<file path="config.mk">
export PLATFORM = sky130hd
export DESIGN_NAME = alu_uart_host
export DESIGN_NICKNAME = d
export VERILOG_FILES = /design/src/rtl/alu_uart_host.sv
export SDC_FILE = /design/constraint.sdc
export NUM_CORES = 1
export LEC_CHECK = 0
export BUFFER_PORTS_ARGS = -buffer_cell sky130_fd_sc_hd__buf_2
export CAP_MARGIN = 20
export CORE_MARGIN = 2
export CORE_UTILIZATION = 34
export CTS_CLUSTER_DIAMETER = 40
export DETAILED_ROUTE_END_ITERATION = 8
export PLACE_DENSITY = 0.57
export SLEW_MARGIN = 20
export SYNTH_ARGS = -nofsm -noshare
export SYNTH_HDL_FRONTEND = slang
export SYNTH_SLANG_ARGS = --single-unit
</file>
<file path="constraint.sdc">
create_clock -name i_clock -period 4.5 [get_ports i_clock]
set_clock_uncertainty 0.1 [all_clocks]
set_input_delay 0.9 -clock i_clock [delete_from_list [all_inputs] [get_ports i_clock]]
set_output_delay 0.9 -clock i_clock [all_outputs]
set_load 0.01 [all_outputs]
</file>
<file path="src/rtl/alu_uart_host.sv">
// Host-side initiator for the UART ALU link: sends op1, op2 and opcode as three
// bytes through a byte-level tx_uart, then waits for the one-byte result.
module alu_uart_host #(
    parameter int DATA_BITS      = 8,
    parameter int OPCODE_BITS    = 6,
    parameter int TIMEOUT_CYCLES = 2000000
) (
    input  logic                   i_clock,
    input  logic                   i_reset,
    input  logic                   i_start,
    input  logic [DATA_BITS-1:0]   i_operando1,
    input  logic [DATA_BITS-1:0]   i_operando2,
    input  logic [OPCODE_BITS-1:0] i_opcode,
    output logic                   o_busy,
    output logic                   o_done,
    output logic [DATA_BITS-1:0]   o_result,
    output logic                   o_timeout,
    output logic [DATA_BITS-1:0]   o_tx_data,
    output logic                   o_tx_data_ready,
    input  logic                   i_available_tx,
    input  logic [DATA_BITS-1:0]   i_rx_data,
    input  logic                   i_rx_data_ready
);
    localparam int                  CNT_BITS = $clog2(TIMEOUT_CYCLES);
    localparam logic [CNT_BITS-1:0] CNT_LAST = CNT_BITS'(TIMEOUT_CYCLES - 1);

    typedef enum logic [2:0] {
        IDLE, SEND_OP1, WAIT_OP1, SEND_OP2, WAIT_OP2, SEND_OPC, WAIT_OPC, WAIT_RES
    } state_t;

    state_t                 state_q, state_d;
    logic [DATA_BITS-1:0]   op1_q, op1_d;
    logic [DATA_BITS-1:0]   op2_q, op2_d;
    logic [OPCODE_BITS-1:0] opc_q, opc_d;
    logic [DATA_BITS-1:0]   tx_data_q, tx_data_d;
    logic [DATA_BITS-1:0]   result_q, result_d;
    logic [CNT_BITS-1:0]    cnt_q, cnt_d;
    logic                   seen_busy_q, seen_busy_d;
    logic                   busy_q, busy_d;
    logic                   done_q, done_d;
    logic                   timeout_q, timeout_d;
    logic                   tx_strobe;
    logic                   tx_released;
    logic [DATA_BITS-1:0]   opc_byte;

    assign opc_byte    = DATA_BITS'(opc_q);
    // A byte is only finished once the transmitter was seen busy and is idle again.
    assign tx_released = seen_busy_q && i_available_tx;

    always_comb begin
        // NOTE: every signal gets its default first so no path can infer a latch.
        state_d     = state_q;
        op1_d       = op1_q;
        op2_d       = op2_q;
        opc_d       = opc_q;
        tx_data_d   = tx_data_q;
        result_d    = result_q;
        cnt_d       = cnt_q;
        seen_busy_d = seen_busy_q;
        busy_d      = busy_q;
        done_d      = 1'b0;
        timeout_d   = timeout_q;
        tx_strobe   = 1'b0;

        unique case (state_q)
            IDLE: begin
                if (i_start) begin
                    op1_d     = i_operando1;
                    op2_d     = i_operando2;
                    opc_d     = i_opcode;
                    tx_data_d = i_operando1;
                    busy_d    = 1'b1;
                    timeout_d = 1'b0;
                    state_d   = SEND_OP1;
                end
            end
            SEND_OP1, SEND_OP2, SEND_OPC: begin
                if (i_available_tx) begin
                    tx_strobe   = 1'b1;
                    seen_busy_d = 1'b0;
                    state_d     = (state_q == SEND_OP1) ? WAIT_OP1 :
                                  (state_q == SEND_OP2) ? WAIT_OP2 : WAIT_OPC;
                end
            end
            WAIT_OP1, WAIT_OP2, WAIT_OPC: begin
                if (!i_available_tx) begin
                    seen_busy_d = 1'b1;
                end
                if (tx_released) begin
                    if (state_q == WAIT_OP1) begin
                        tx_data_d = op2_q;
                        state_d   = SEND_OP2;
                    end else if (state_q == WAIT_OP2) begin
                        tx_data_d = opc_byte;
                        state_d   = SEND_OPC;
                    end else begin
                        cnt_d   = '0;
                        state_d = WAIT_RES;
                    end
                end
            end
            WAIT_RES: begin
                cnt_d = (cnt_q == CNT_LAST) ? cnt_q : cnt_q + 1'b1;
                // A result arriving on the expiry cycle takes priority over the timeout.
                if (i_rx_data_ready) begin
                    result_d = i_rx_data;
                    done_d   = 1'b1;
                    busy_d   = 1'b0;
                    state_d  = IDLE;
                end else if (cnt_q == CNT_LAST) begin
                    timeout_d = 1'b1;
                    done_d    = 1'b1;
                    busy_d    = 1'b0;
                    state_d   = IDLE;
                end
            end
        endcase
    end

    // NOTE: state registers use non-blocking assignments so all flops update together.
    always_ff @(posedge i_clock or negedge i_reset) begin
        if (!i_reset) begin
            state_q     <= IDLE;
            op1_q       <= '0;
            op2_q       <= '0;
            opc_q       <= '0;
            tx_data_q   <= '0;
            result_q    <= '0;
            cnt_q       <= '0;
            seen_busy_q <= 1'b0;
            busy_q      <= 1'b0;
            done_q      <= 1'b0;
            timeout_q   <= 1'b0;
        end else begin
            state_q     <= state_d;
            op1_q       <= op1_d;
            op2_q       <= op2_d;
            opc_q       <= opc_d;
            tx_data_q   <= tx_data_d;
            result_q    <= result_d;
            cnt_q       <= cnt_d;
            seen_busy_q <= seen_busy_d;
            busy_q      <= busy_d;
            done_q      <= done_d;
            timeout_q   <= timeout_d;
        end
    end

    assign o_busy          = busy_q;
    assign o_done          = done_q;
    assign o_result        = result_q;
    assign o_timeout       = timeout_q;
    assign o_tx_data       = tx_data_q;
    assign o_tx_data_ready = tx_strobe;
endmodule

</file>
==> reports/qor.txt <==
reg2reg start -> state_q[0]
area occupied by multi-input gates -> 1500 um^2
CTS Hold Bufs -> 0
worst hold stages -> 2
internal power -> 1.47 mW
DRC errors left -> 0
largest net degree at the start of global routing -> 31
combinational fraction of design power -> 36.5%
total grt overflow -> 0
Die H -> 98.6 um
CP endpoint kind -> register
Post-Syn Nets -> 311
first-pass GRT wire length -> 11100 um
register bit total from synthesis -> 58
worst r2r path cells -> 6
DRT Wirelength -> 6560 um
ys flop type -> dfrtp_1
final instance area -> 3650 um^2
Area Growth Syn to Fin -> 19.9%
clock network fraction of design power -> 26.7%
FF+latch area -> 1450 um^2
Fillers -> 831
syn_area_per_cell -> 11.2 um^2
worst slack, placed -> 1.89 ns
number of global-route vias before repair -> 2263
Hold Crit Class -> register to register
number of synthesized flops with an enable pin -> 0
crit share post-route -> 59.1%
Placed Instances -> 424
H-tree levels -> 3
layout cells sized above 1 -> 36.7%
Leakage -> 1.67 nW
clock period minus worst slack -> 2.66 ns
maximum root-to-sink buffer count -> 2
Vias/cell -> 5.20
Seq/Total Area, Yosys -> 47.7%
synth unique cells -> 55
clock tree sinks -> 58
WP data arrival -> 2.78 ns
Site Rows -> 34
GR Util All Layers -> 14.4%
cts bufs inserted -> 9
worst hold slack -> 0.395 ns
switching power share of the total -> 34.2%
share of the synthesized area in the top cell type -> 47.7%
leading area contributor after synthesis -> dfrtp_1
clock transition at the registers of the reported paths -> 0.08 ns
final setup margin -> 1.84 ns
Required @ worst endpoint -> 4.62 ns
outcome -> complete, no violations
Antenna Cells -> 0
drt initial violations -> 149
sequential power share -> 36.8%
final count of hold timing violations -> 0
Max Fclk -> 376 MHz
Die Width -> 98.6 um
Synth Instances -> 271
crit path kind -> register to register
asr flop ratio synth -> 100%
overall die area -> 9730 um^2
CTS tree -> built
DP HPWL -> 4650 um
VDD IR max -> 298 uV
initial core utilization -> 34.9%
setup bufs post-CTS -> 0
Tot Pwr -> 2.24 mW
number of detailed-route iterations in the first pass -> 4
hold_sp -> o_timeout
unrepaired setup endpoints after global routing -> no
P_sw -> 765 uW
Core Util, Final -> 41.9%
Routed Antenna Nets -> 0
post-DR wirelength/cell -> 14.9 um
clk_lat worst skew -> 0.34 ns
CTS resizes -> 0
layout net count -> 367
Post-Syn Area -> 3040 um^2
PortBufs -> 54
placed cell area -> 3400 um^2
synth warn -> 0
Slew Viols, Final -> 0
worst slew pin tran -> 0.754 ns
gp weighted congestion -> 0.799
antenna violations before repair -> 0
maximum fanout along the worst path -> 17
R2R Path End -> cnt_q[4]
Clk Tree Root Cell -> clkbuf_8
normalized max-slew margin -> 49.6%
top cells by area, synth -> dfrtp_1, mux2_2, a22o_1
via count -> 2290
I/O pins -> 55
Worst setup SP type -> register
Power Density -> 613 nW/um^2
Final setup viols -> 0
Non-Filler Instances -> 440
reg2reg setup slack -> 1.84 ns
Hold EP -> o_timeout
Post-Route Setup TNS -> 0 ns
CORE AREA -> 8720 um^2
max_cap viols -> 0
synth_stat cells (all sizes together) (2+ instances only):
cell / instances
o21ai: 24
o311ai: 3
nor2: 13
mux2: 32
clkbuf: 2
mux2i: 6
buf: 9
inv: 9
nand4: 9
and3: 4
a21oi: 10
nand4b: 2
o21a: 3
a22o: 10
ha: 5
nor3: 4
a21o: 4
nor2b: 5
a31oi: 3
o31ai: 3
nand3: 12
dfrtp: 58
nand2: 21
nor4: 4
worst max-delay path: stages, from the launching register on:
cell and delay, ns:
dfrtp_1 0.40, ha_1 0.28, and2_1 0.56, nand4_1 0.29, o21ai_4 0.47, nor2_2 0.19, a22o_1 0.25
cells in the final DEF (no fill, tap or decap), types with 2 or more instances in the layout:
master,count
a21o_1,4
and3_1,3
mux2_4,2
a22o_1,10
nor4_4,2
bufinv_16,3
o311ai_1,3
clkbuf_8,9
a21oi_1,9
buf_2,54
a31oi_1,3
nor2_2,3
ha_1,5
o21ai_0,13
clkinv_4,3
o31ai_1,3
nand2_1,20
o21ai_1,10
dfrtp_1,58
nand4_1,8
buf_4,2
inv_1,9
mux2i_1,6
nand3_1,10
nor2_1,10
nor3_1,4
nor2b_1,5
mux2_2,30
o21a_1,3
registers in the layout, indices dropped and copies added, names as in the netlist:
register	flops
o_done	1
cnt_q	21
o_timeout	1
op2_q	8
o_tx_data	8
o_result	8
o_busy	1
seen_busy_q	1
state_q	3
opc_q	6
power by group through the flow:
stage                     Combinational, mW  Sequential (mW)  Clock, mW
after floorplan                       0.592            0.841          0
after global placement                0.817            0.825          0
after detailed placement              0.824            0.830          0
after CTS                             0.826            0.824      0.611
after global routing                  0.903            0.852      0.636
final                                 0.818            0.824      0.598
cell type report:
type / count / area share (%)
flip-flops and latches: 58 / 39.8
clock buffers: 9 / 3.39
inverters: 9 / 0.926
repair buffers: 56 / 7.82
well taps: 108 / 3.70
multi-input cells: 193 / 41.0
clock inverters: 7 / 3.43
how the worst max path moves through the flow:
stage                   startpoint              end  slack [ns]
floorplan           i_available_tx  o_tx_data_ready        2.40
global placement        state_q[0]         cnt_q[6]        1.97
detailed placement      state_q[0]         cnt_q[4]        1.89
CTS                     state_q[0]         cnt_q[4]        1.85
global route            state_q[0]         cnt_q[4]        1.60
finish                  state_q[0]         cnt_q[4]        1.84
cell families after synthesis:
group,after synthesis,share of synthesized area [%]
and+or+nand+nor,81,17.2
buffers and inverters,20,3.21
DFF,58,47.7
muxes,38,14.1
adders and majority gates,5,2.06
AOI/OAI and AO/OA,69,15.8
routing by layer:
layer  global-route usage (%)  up-vias  routed length [um]
met5                        0        -                   0
li1                         -     1116                   -
met2                     22.4       46                3080
met4                     5.58        0                 117
met3                     3.97        8                 258
met1                     19.2     1120                3100
(Power assumes the default switching activity.)
